==> src/rtl/fwrisc_regfile_dumper.sv <==
// fwrisc_regfile_dumper: walks a register range via the regfile read port and streams each word (optional index header, then little-endian bytes) over a valid/ready byte channel
module fwrisc_regfile_dumper #(
  parameter int ADDR_W   = 6,
  parameter bit EMIT_HDR = 1'b1
) (
  input  logic              clock,
  input  logic              reset,
  input  logic              start,
  input  logic [ADDR_W-1:0] first_idx,
  input  logic [ADDR_W-1:0] last_idx,
  output logic              busy,
  output logic              done,
  output logic              rd_req,
  output logic [ADDR_W-1:0] rd_raddr,
  input  logic [31:0]       rd_rdata,
  output logic [7:0]        tx_data,
  output logic              tx_valid,
  input  logic              tx_ready
);
  typedef enum logic [2:0] {IDLE, REQ, CAPT, HDR, DATA, FIN} state_t;
  localparam logic [ADDR_W:0] ONE = {{ADDR_W{1'b0}}, 1'b1};
  state_t          state;
  logic [ADDR_W:0] idx, last, idx_nxt;
  logic [31:0]     word;
  logic [1:0]      bsel, bnx;
  assign idx_nxt = idx + ONE;
  assign bnx     = bsel + 2'd1;
  always_ff @(posedge clock or negedge reset) begin
    if (!reset) begin
      state    <= IDLE;
      idx      <= '0;
      last     <= '0;
      word     <= '0;
      bsel     <= '0;
      busy     <= 1'b0;
      done     <= 1'b0;
      rd_req   <= 1'b0;
      rd_raddr <= '0;
      tx_data  <= '0;
      tx_valid <= 1'b0;
    end else begin
      case (state)
        IDLE: if (start) begin
          idx  <= {1'b0, first_idx};
          last <= {1'b0, last_idx};
          busy <= 1'b1;
          if (first_idx > last_idx) state <= FIN;
          else begin
            state    <= REQ;
            rd_req   <= 1'b1;
            rd_raddr <= first_idx;
          end
        end
        REQ: state <= CAPT;
        CAPT: begin
          word     <= rd_rdata;
          rd_req   <= 1'b0;
          tx_valid <= 1'b1;
          bsel     <= 2'd0;
          if (EMIT_HDR) begin
            tx_data <= 8'(idx[ADDR_W-1:0]);
            state   <= HDR;
          end else begin
            tx_data <= rd_rdata[7:0];
            state   <= DATA;
          end
        end
        HDR: if (tx_ready) begin
          tx_data <= word[7:0];
          state   <= DATA;
        end
        DATA: if (tx_ready) begin
          if (bsel != 2'd3) begin
            bsel    <= bnx;
            tx_data <= word[{bnx, 3'b000} +: 8];
          end else begin
            tx_valid <= 1'b0;
            if (idx == last) begin
              done  <= 1'b1;
              state <= FIN;
            end else begin
              idx      <= idx_nxt;
              rd_req   <= 1'b1;
              rd_raddr <= idx_nxt[ADDR_W-1:0];
              state    <= REQ;
            end
          end
        end
        FIN: if (done) begin
          done  <= 1'b0;
          busy  <= 1'b0;
          state <= IDLE;
        end else done <= 1'b1;
        default: state <= IDLE;
      endcase
    end
  end
endmodule

==> config.mk <==
export PLATFORM = sky130hd
export DESIGN_NAME = fwrisc_regfile_dumper
export DESIGN_NICKNAME = d
export VERILOG_FILES = /design/src/rtl/fwrisc_regfile_dumper.sv
export SDC_FILE = /design/constraint.sdc
export NUM_CORES = 1
export LEC_CHECK = 0
export BUFFER_PORTS_ARGS = -buffer_cell sky130_fd_sc_hd__buf_2
export CAP_MARGIN = 40
export CORE_ASPECT_RATIO = 1.1
export CORE_MARGIN = 2
export CORE_UTILIZATION = 58
export CTS_BUF_LIST = sky130_fd_sc_hd__clkbuf_2 sky130_fd_sc_hd__clkbuf_4 sky130_fd_sc_hd__clkbuf_8
export CTS_CLUSTER_SIZE = 25
export DETAILED_ROUTE_END_ITERATION = 7
export PLACE_DENSITY = 0.87
export SLEW_MARGIN = 40
export SYNTH_ARGS = -nofsm -noshare
export SYNTH_HDL_FRONTEND = slang
export SYNTH_SLANG_ARGS = --single-unit
==> constraint.sdc <==
create_clock -name clock -period 2 [get_ports clock]
set_input_delay 0.3 -clock clock [delete_from_list [all_inputs] [get_ports clock]]
set_output_delay 0.3 -clock clock [all_outputs]
set_load 0.1 [all_outputs]
==> flow_metrics.tcl, run 1 <==
set metrics [dict create \
    grtUsageTotal_pct 25.9 \
    p_total_uw 8220 \
    final-max-slew-violation-count 0 \
    crit_type "register to register" \
    antennaDiodeCount 0 \
    synth-edff-count 0 \
    num-fill-cells 457 \
    finalCritPeriodShare_pct 93.9 \
    synth.yosys.warnings 0 \
    ctsLongestPathBuffers 2 \
    area_growth_pct 20.2 \
    place_congestion 0.822 \
    die_y_um 86.4 \
    cap_violations 0 \
    internal_power_uw 4310 \
    grt_max_degree 69 \
    rsz0062_at_grt "false" \
    skew_ns 0.0114 \
    async_reset_ff_share_pct 100 \
    detailed_place_hpwl_um 5590 \
    outcome "finished clean" \
    clock-root-buffer "clkbuf_8" \
    clkSinkCount 68 \
    die_w_um 78.9 \
    ys_ff_latch 68 \
    power_frac_comb_pct 54.1 \
    vias 2913 \
    drive_gt1_share_pct 30.2 \
    drc 0 \
    start_util_pct 58.9 \
    wirelength_um 8030 \
    htree_levels 3 \
    grt_pass1_vias 2903 \
    grt_pass1_wl_um 13400 \
    cts_buffers 9 \
    critical_path.top_delay_family "simple AND/OR/NAND/NOR gates" \
    instances_no_fill 530 \
    relSlewSlack_pct 67.4 \
    power_leakage_uw 0.00213 \
    peakVddDrop_uv 1060 \
    worstMarginPinSlew_ns 0.493 \
    seq_power_share_pct 31.6 \
    drt-initial-drc-count 216 \
    yosys.cell_types.count 47 \
    clkPwrFrac_pct 14.3 \
    final_net_count 501 \
    min_period_ns 1.88 \
    power.density_mw_per_mm2 1910 \
    crit_buf_inv 0 \
    clk-insertion-delay-late_ns 0.36 \
    cts.clk_slew.worst_paths_ns 0.07 \
    viasPerCell 5.50 \
    io_buffers 65 \
    crit_chain "xor2_1, nor3_1, and3b_4, nor3_4, mux2_4" \
    worst-endpoint-required_ns 2.24 \
    drtAntennaViolNets 0 \
    wl_per_cell_um 15.1 \
    end_kind "register" \
    postCtsResizedCells 0 \
    syn_area_mm2 0.00358 \
    path_max_fanout 6 \
    yosysSeqAreaShare_pct 47.5 \
    pin_count 66 \
    critPathArrivalTime_ns 2.12 \
    startpoint_type "register" \
    critPathSlowestCell "dfrtp_1" \
    tritoncts "yes" \
    place_inst 513 \
    post_cts.repair.setup_buffers 0 \
    std_cell_rows 30 \
    core_mm2 0.00608 \
    syn_nets 426 \
    clock.fmax_ghz 0.532 \
    timing_hold_violations_final 0 \
    dieArea_mm2 0.00682 \
    hold_path.class "input pin to register" \
    syn_avg_cell_area_um2 9.67 \
    switching_share_pct 47.6 \
    setup_viol 0 \
    netlist_instances 370 \
    power_switching_uw 3910 \
    ys.flop_type "dfrtp_1" \
    antenna_found_initial 0 \
    dr.pass1.iters 4 \
    max_stage_delay_ns 0.49 \
    overflow 0 \
]
[final cells by class]
cell class / count / area (um2) / area share (%)
inverter: 8 / 30.0 / 0.698
sequential: 68 / 1700 / 39.5
clock inverter: 5 / 58.8 / 1.37
multi-input combinational: 273 / 1760 / 40.9
timing repair buffer: 85 / 503 / 11.7
clock buffer: 11 / 151 / 3.52
tap: 80 / 100 / 2.33
[flip-flops by register name (all words and copies together), names as in the netlist]
| register | flops |
|---|---|
| idx | 7 |
| rd_raddr | 6 |
| tx_data | 8 |
| word | 32 |
| done | 1 |
| last | 6 |
| state | 3 |
| rd_req | 1 |
| tx_valid | 1 |
| bsel | 2 |
| busy | 1 |
[metrics by stage]
stage | setup WS [ns] | setup TNS, ns | util (%) | instance area (um2) | hold WS [ns]
after floorplan | 0.0792 | 0 | - | 3580 | 0.00441
after global placement | -0.0318 | -0.190 | 67.2 | 4080 | 0.347
after detailed placement | -0.0944 | -0.580 | 67.2 | 4080 | 0.348
after CTS | 0.112 | 0 | 70.8 | 4300 | 0.115
after global routing | 0.00612 | 0 | 70.8 | 4300 | 0.123
final | 0.121 | 0 | 70.8 | 4300 | 0.127
[tightest hold or removal path, delay by kind of cell]
family                 cells  cell delay [ns]
buffers and inverters      1             0.07
AND/OR/NAND/NOR            2             0.08
[power groups by stage]
stage	clock, uW	sequential, uW	combinational (uW)
finish	1180	2590	4450
global route	1260	2660	4810
CTS	1190	2580	4470
detailed placement	0	2580	4420
global placement	0	2540	4310
floorplan	0	3630	2360
[repair_timing]
item                                    in CTS  in global routing
endpoints found under the setup margin       0                  0
endpoints found under the hold margin       68                  0
hold buffers                                 1                  0
[final timing paths]
kind / from / end / slack [ns] / cells past startpoint
worst min-delay path: rd_rdata[22] / word[22] / 0.13 / 3
worst min register to register: word[24] / word[24] / 0.48 / 2
worst max-delay path: idx[5] / rd_raddr[2] / 0.12 / 5
min in group asynchronous: reset / busy / 0.49 / 3
max in group asynchronous: reset / rd_raddr[2] / 1.22 / 3
worst max register to register: idx[5] / rd_raddr[2] / 0.12 / 5
[cells in the mapped netlist (all sizes together), types with 2 or more instances]
cell type | count | area share [%]
buf | 10 | 1.4
a22oi | 2 | 0.42
o21ai | 13 | 1.9
and2 | 2 | 0.35
nor3 | 5 | 1.0
nand2 | 120 | 13
mux2 | 24 | 8.2
nand3 | 7 | 0.98
mux4 | 8 | 5.0
xor2 | 8 | 2.0
a21oi | 21 | 3.0
dfrtp | 68 | 48
xnor2 | 2 | 0.49
nor2b | 3 | 0.52
nand2b | 4 | 0.70
a2bb2oi | 6 | 1.5
a31oi | 2 | 0.52
a21o | 3 | 0.63
and3 | 4 | 0.70
ha | 8 | 2.8
clkbuf | 11 | 1.2
nor3b | 2 | 0.42
nor2 | 13 | 1.4
inv | 7 | 0.73
nor4 | 2 | 0.70
[per-layer routing]
layer / global-route usage (%) / vias to the layer above / part of all wire, %
met5: 0 / - / 0
met4: 12.9 / 0 / 3.2
met1: 32.3 / 1368 / 43
met3: 6.56 / 27 / 5.9
met2: 42.3 / 113 / 48
li1: - / 1405 / -
[cells by family after synthesis]
logic type | Yosys count | share of synthesized area [%]
AO/OA/AOI/OAI | 54 | 9.61
XOR/XNOR | 10 | 2.45
adder cells (fa/ha/maj) | 8 | 2.80
buffers and inverters | 29 | 3.39
flip-flops | 68 | 47.5
multiplexers | 33 | 13.5
AND/OR/NAND/NOR | 168 | 20.7
[placed cells by master, fill, tap and decap left out, types with 7 or more instances in the layout]
master and instances:
mux4_2 8, xor2_1 8, dfrtp_1 68, clkbuf_8 11, mux2_2 13, buf_2 65
nor2_1 12, nand3_1 7, buf_4 17, nand2_1 120, a21oi_1 20, ha_1 8
o21ai_0 10, inv_1 7
Note: power is estimated with default switching activity, not from simulation.
==> run 2, diff against run 1 <==
--- a/config.mk
+++ b/config.mk
@@ -5,6 +5,7 @@
 export SDC_FILE = /design/constraint.sdc
 export NUM_CORES = 1
 export LEC_CHECK = 0
+export ABC_AREA = 1
 export BUFFER_PORTS_ARGS = -buffer_cell sky130_fd_sc_hd__buf_2
 export CAP_MARGIN = 40
 export CORE_ASPECT_RATIO = 1.1
==> flow_metrics.tcl, run 2 <==
set metrics [dict create \
    outcome "finished clean" \
    startpoint_type "register" \
    largestRegisters "word: 32 flops, tx_data: 8 flops, idx: 7 flops" \
    crit_buf_inv 2 \
    place_congestion 0.976 \
    dr.pass1.iters 4 \
    final_net_count 569 \
    start_util_pct 59.5 \
    crit_type "register to register" \
    final-max-slew-violation-count 0 \
    detailed_place_hpwl_um 5950 \
    fin_hold_ws_ns 0.171 \
    place_inst 581 \
    core_mm2 0.00616 \
    async_reset_ff_share_pct 100 \
    cts_buffers 9 \
    instances_no_fill 598 \
    ys.flop_type "dfrtp_1" \
    clock-root-buffer "clkbuf_8" \
    syn_avg_cell_area_um2 8.22 \
    skew_ns 0.00576 \
    synth_top_area_cell "dfrtp_1" \
    path_max_fanout 11 \
    vias 3134 \
    ys_ff_latch 68 \
    overflow 0 \
    cap_violations 0 \
    area_growth_pct 16.6 \
    post_cts.repair.setup_buffers 0 \
    antennaDiodeCount 0 \
    drtAntennaViolNets 0 \
    critPathArrivalTime_ns 1.99 \
    syn_area_mm2 0.00366 \
    cts.clk_slew.worst_paths_ns 0.08 \
    min_period_ns 1.71 \
    reg2regPathDepth 10 \
    end_kind "register" \
    layout_commonest_cell "nand2_1" \
    synth-edff-count 0 \
    std_cell_rows 30 \
    die_y_um 87.3 \
    setup_viol 0 \
    power_leakage_uw 0.00221 \
    antenna_found_initial 0 \
    largest_reg_flops 32 \
    yosysSeqAreaShare_pct 46.5 \
    grt_max_degree 69 \
    worst-endpoint-required_ns 2.28 \
    tritoncts "yes" \
    drive_gt1_share_pct 25.7 \
    pin_count 66 \
    wirelength_um 8010 \
    drt-initial-drc-count 160 \
    synth.yosys.warnings 0 \
    crit_chain "inv_2, nand2_2, nor2_4, buf_4, nand2_2, nor2_2, nand2_2, nand4_2, nand2_1, o21ai_1" \
    cpMostUsedCell "nand2_2" \
    hold_path.class "input pin to register" \
    rsz0062_at_grt "false" \
    viasPerCell 5.24 \
    clkSinkCount 68 \
    grt_pass1_wl_um 13500 \
    htree_levels 3 \
    p_total_uw 7740 \
    relSlewSlack_pct 67.6 \
    peakVddDrop_uv 1130 \
    die_w_um 79.7 \
    dieArea_mm2 0.00696 \
    finalCritPeriodShare_pct 85.4 \
    grtUsageTotal_pct 25.3 \
    netlist_instances 445 \
    final_cell_mix "nand2_1, dfrtp_1, buf_2" \
    drc 0 \
    synth_top_area_share_pct 46.5 \
    utilization_pct 69.3 \
    yosysMostFrequentCell "nand2_1" \
    ys_top_cells_by_area "dfrtp_1, nand2_1, mux2_2" \
    io_buffers 65 \
    clock.fmax_ghz 0.585 \
    clk-insertion-delay-late_ns 0.35 \
    grt_pass1_vias 2983 \
    max_stage_delay_ns 0.43 \
    worstMarginPinSlew_ns 0.489 \
    worst-path-stages 10 \
    regMostFlops "word" \
    power.density_mw_per_mm2 1810 \
    critical_path.top_delay_family "simple AND/OR/NAND/NOR gates" \
    yosys-top-cells-count "nand2_1, dfrtp_1, inv_1, o21ai_0, nor2_1" \
    critPathSlowestCell "dfrtp_1" \
    timing_hold_violations_final 0 \
    syn_nets 501 \
    yosys.cell_types.count 31 \
    wl_per_cell_um 13.4 \
    postCtsResizedCells 0 \
    ctsLongestPathBuffers 2 \
    fin_setup_tns_ns 0 \
    min_path_cells 2 \
]
-- run 2: path summary, 6_finish.rpt --
kind,startpoint,end,slack [ns]
max,state[1],idx[1],0.29
min,rd_rdata[15],word[15],0.17
max reg2reg,state[1],idx[1],0.29
min reg2reg,bsel[1],bsel[1],0.48
max in group asynchronous,reset,bsel[0],1.23
min in group asynchronous,reset,last[2],0.50
-- run 2: metal layers --
layer / GRT usage (%) / vias up / share of wire [%]
met5: 0 / - / 0
met2: 43.8 / 86 / 51
met4: 12.2 / 0 / 2.7
li1: - / 1556 / -
met1: 30.4 / 1470 / 42
met3: 4.77 / 22 / 4.4
-- run 2: metrics by stage --
step | area, um2 | setup slack (ns)
after detailed placement | 4060 | 0.243
after CTS | 4270 | 0.307
after global routing | 4270 | 0.137
after global placement | 4060 | 0.304
final | 4270 | 0.291
after floorplan | 3660 | 0.377
-- run 2: cell families (layout without fill, tap and decap cells) --
logic type,after synthesis,in the layout,synth area share [%]
muxes,24,24,7.38
AOI/OAI and AO/OA,90,90,13.6
and+or+nand+nor,172,172,20.1
xor gates and xnor gates,2,2,0.479
buffers and inverters,81,154,9.20
DFF,68,68,46.5
adders and majority gates,8,8,2.74
-- run 2: area by class of cell --
type	instances	area (um2)
Clock buffer	9	124
Clock inverter	7	75.1
Fill cell	508	1890
Inverter	65	244
Multi-Input combinational cell	296	1620
Sequential cell	68	1700
Tap cell	80	100
Timing Repair Buffer	73	400
-- run 2: power breakdown --
part	switching, uW	internal [uW]	total [uW]	leakage [uW]
clock	553	578	1130	0.0000918
combinational	2890	1240	4120	0.00130
sequential	449	2040	2480	0.000813
-- run 2: worst register-to-register path, delay by kind of cell, from the launching register on --
family	cells	cell delay, ns
and+or+nand+nor	7	0.84
DFF	1	0.43
AOI/OAI and AO/OA	1	0.09
buffers and inverters	2	0.28
-- run 2: timing repair --
item | 4_1_cts | 5_1_grt
hold endpoints to repair | 68 | 0
setup endpoints to repair | 0 | 0
hold buffers | 1 | 0
==> run 3, diff against run 2 <==
--- a/config.mk
+++ b/config.mk
@@ -15,6 +15,7 @@
 export CTS_CLUSTER_SIZE = 25
 export DETAILED_ROUTE_END_ITERATION = 7
 export PLACE_DENSITY = 0.87
+export REMOVE_ABC_BUFFERS = 1
 export SLEW_MARGIN = 40
 export SYNTH_ARGS = -nofsm -noshare
 export SYNTH_HDL_FRONTEND = slang
==> constraint.sdc (replaced) <==
create_clock -name clock -period 2 [get_ports clock]
set_input_delay 0.3 -clock clock [delete_from_list [all_inputs] [get_ports clock]]
set_output_delay 0.3 -clock clock [all_outputs]
set_load 0.02 [all_outputs]
==> flow_metrics.tcl, run 3 (synthesis gave the netlist of run 2 again) <==
set metrics [dict create \
    final_net_count 571 \
    post_dp_cell_area_mm2 0.00406 \
    cpMostUsedCell "nand2_1" \
    peakVddDrop_uv 983 \
    wl_per_cell_um 14.0 \
    power_leakage_uw 0.00224 \
    finalCritPeriodShare_pct 91.0 \
    antenna_found_initial 0 \
    crit_chain "inv_2, nand2_2, nor2_4, buf_4, nand2_1, nand2_1, inv_2, nand4_2, nand2_1, o21ai_1" \
    dr.pass1.iters 4 \
    rsz0062_at_grt "false" \
    end_kind "register" \
    clkSinkCount 68 \
    largestRegisters "word: 32 flops, tx_data: 8 flops, idx: 7 flops" \
    switching_share_pct 42.5 \
    tritoncts "yes" \
    place_congestion 0.892 \
    area_growth_pct 17.8 \
    wirelength_um 8410 \
    reg2regPathDepth 10 \
    largest_reg_flops 32 \
    power.density_mw_per_mm2 1630 \
    clkPwrFrac_pct 18.3 \
    fin_area_mm2 0.00431 \
    min_period_ns 1.82 \
    final-max-slew-violation-count 0 \
    outcome "finished clean" \
    multi_input_area_mm2 0.00163 \
    regMostFlops "word" \
    overflow 0 \
    critPathArrivalTime_ns 2.10 \
    drt-initial-drc-count 175 \
    core_mm2 0.00616 \
    std_cell_rows 30 \
    seqCellArea_mm2 0.00170 \
    cts.clk_slew.worst_paths_ns 0.08 \
    crit_type "register to register" \
    grt_max_degree 33 \
    layout_commonest_cell "nand2_1" \
    hold-path-endpoint "word[20]" \
    skew_ns 0.00924 \
    instances_no_fill 600 \
    power_frac_comb_pct 46.5 \
    clock-root-buffer "clkbuf_8" \
    die_w_um 79.7 \
    io_buffers 65 \
    clock.fmax_ghz 0.549 \
    viasPerCell 5.33 \
    min_path_cells 2 \
    timing.rr.start "state[0]" \
    cap_violations 0 \
    seq_power_share_pct 35.3 \
    num-fill-cells 493 \
    drc 0 \
    startpoint_type "register" \
    final_cell_mix "nand2_1, dfrtp_1, buf_2" \
    dieArea_mm2 0.00696 \
    worstMarginPinSlew_ns 0.649 \
    vias 3199 \
    grtUsageTotal_pct 25.8 \
    pin_count 66 \
    setup_viol 0 \
    postCtsResizedCells 0 \
    fin_setup_tns_ns 0 \
    clk-insertion-delay-late_ns 0.36 \
    internal_power_uw 4040 \
    hp-start "rd_rdata[20]" \
    max_stage_delay_ns 0.41 \
    ctsLongestPathBuffers 2 \
    regToRegSetupSlack_ns 0.18 \
    hold_path.class "input pin to register" \
    worst-endpoint-required_ns 2.28 \
    r2r_end "idx[6]" \
    cts_buffers 9 \
    detailed_place_hpwl_um 6230 \
    timing_hold_violations_final 0 \
    path_max_fanout 12 \
    drive_gt1_share_pct 26.2 \
    power_switching_uw 2990 \
    grt_pass1_wl_um 13800 \
    grt_pass1_vias 3123 \
    htree_levels 3 \
    place_inst 582 \
    critPathSlowestCell "dfrtp_1" \
    relSlewSlack_pct 56.8 \
    drtAntennaViolNets 0 \
    antennaDiodeCount 0 \
    start_util_pct 59.5 \
    die_y_um 87.3 \
]
## run 3: power groups by stage
| stage | Combinational, uW | Sequential [uW] | Clock, uW |
|---|---|---|---|
| floorplan | 2170 | 2570 | 0 |
| global placement | 3020 | 2460 | 0 |
| finish | 3260 | 2480 | 1280 |
| CTS | 3190 | 2470 | 1300 |
| detailed placement | 3170 | 2490 | 0 |
| global route | 3670 | 2550 | 1360 |
## run 3: repair_timing
item / 4_1_cts / 5_1_grt
setup endpoints to repair: 0 / 1
endpoints found under the hold margin: 25 / 0
setup buffers: 0 / 1
hold buffers: 1 / 0
## run 3: stage by stage
stage / util [%] / total power [uW] / setup slack, ns / hold WS [ns]
floorplan: - / 4740 / -0.364 / 0.00441
global placement: 65.9 / 5480 / 0.257 / 0.358
detailed placement: 65.9 / 5660 / 0.156 / 0.359
CTS: 69.7 / 6960 / 0.156 / 0.157
global route: 70.0 / 7580 / 0.0384 / 0.159
finish: 70.0 / 7020 / 0.180 / 0.171
## run 3: worst max path at each step
stage / endpoint / startpoint / depth (start not counted) / slack, ns
5_1_grt: tx_data[7] / bsel[0] / 7 / 0.04
6_report: idx[6] / state[0] / 10 / 0.18
2_1_floorplan: tx_data[0] / state[2] / 6 / -0.36
4_1_cts: tx_data[6] / state[0] / 8 / 0.16
3_5_place_dp: tx_data[6] / state[0] / 8 / 0.16
3_3_place_gp: rd_raddr[4] / first_idx[5] / 10 / 0.26
## run 3: worst max-delay path, delay by kind of cell (launching register included)
family | cells | cell delay (ns)
and+or+nand+nor | 6 | 0.82
buffers and inverters | 3 | 0.42
DFF | 1 | 0.41
AOI/OAI and AO/OA | 1 | 0.10
## run 3: area by class of cell
class | instances | share of cell area [%]
clock buffers | 9 | 2.87
well taps | 80 | 2.32
multi-input cells | 296 | 37.7
clock inverters | 7 | 2.29
flip-flops and latches | 68 | 39.5
inverters | 65 | 5.66
repair buffers | 75 | 9.64
## run 3: layer usage
layer	up-vias	wire length, um	GRT usage (%)
li1	1564	-	-
met1	1487	3450	30.5
met2	128	4270	44.4
met3	20	534	5.91
met4	0	159	12.3
met5	-	0	0
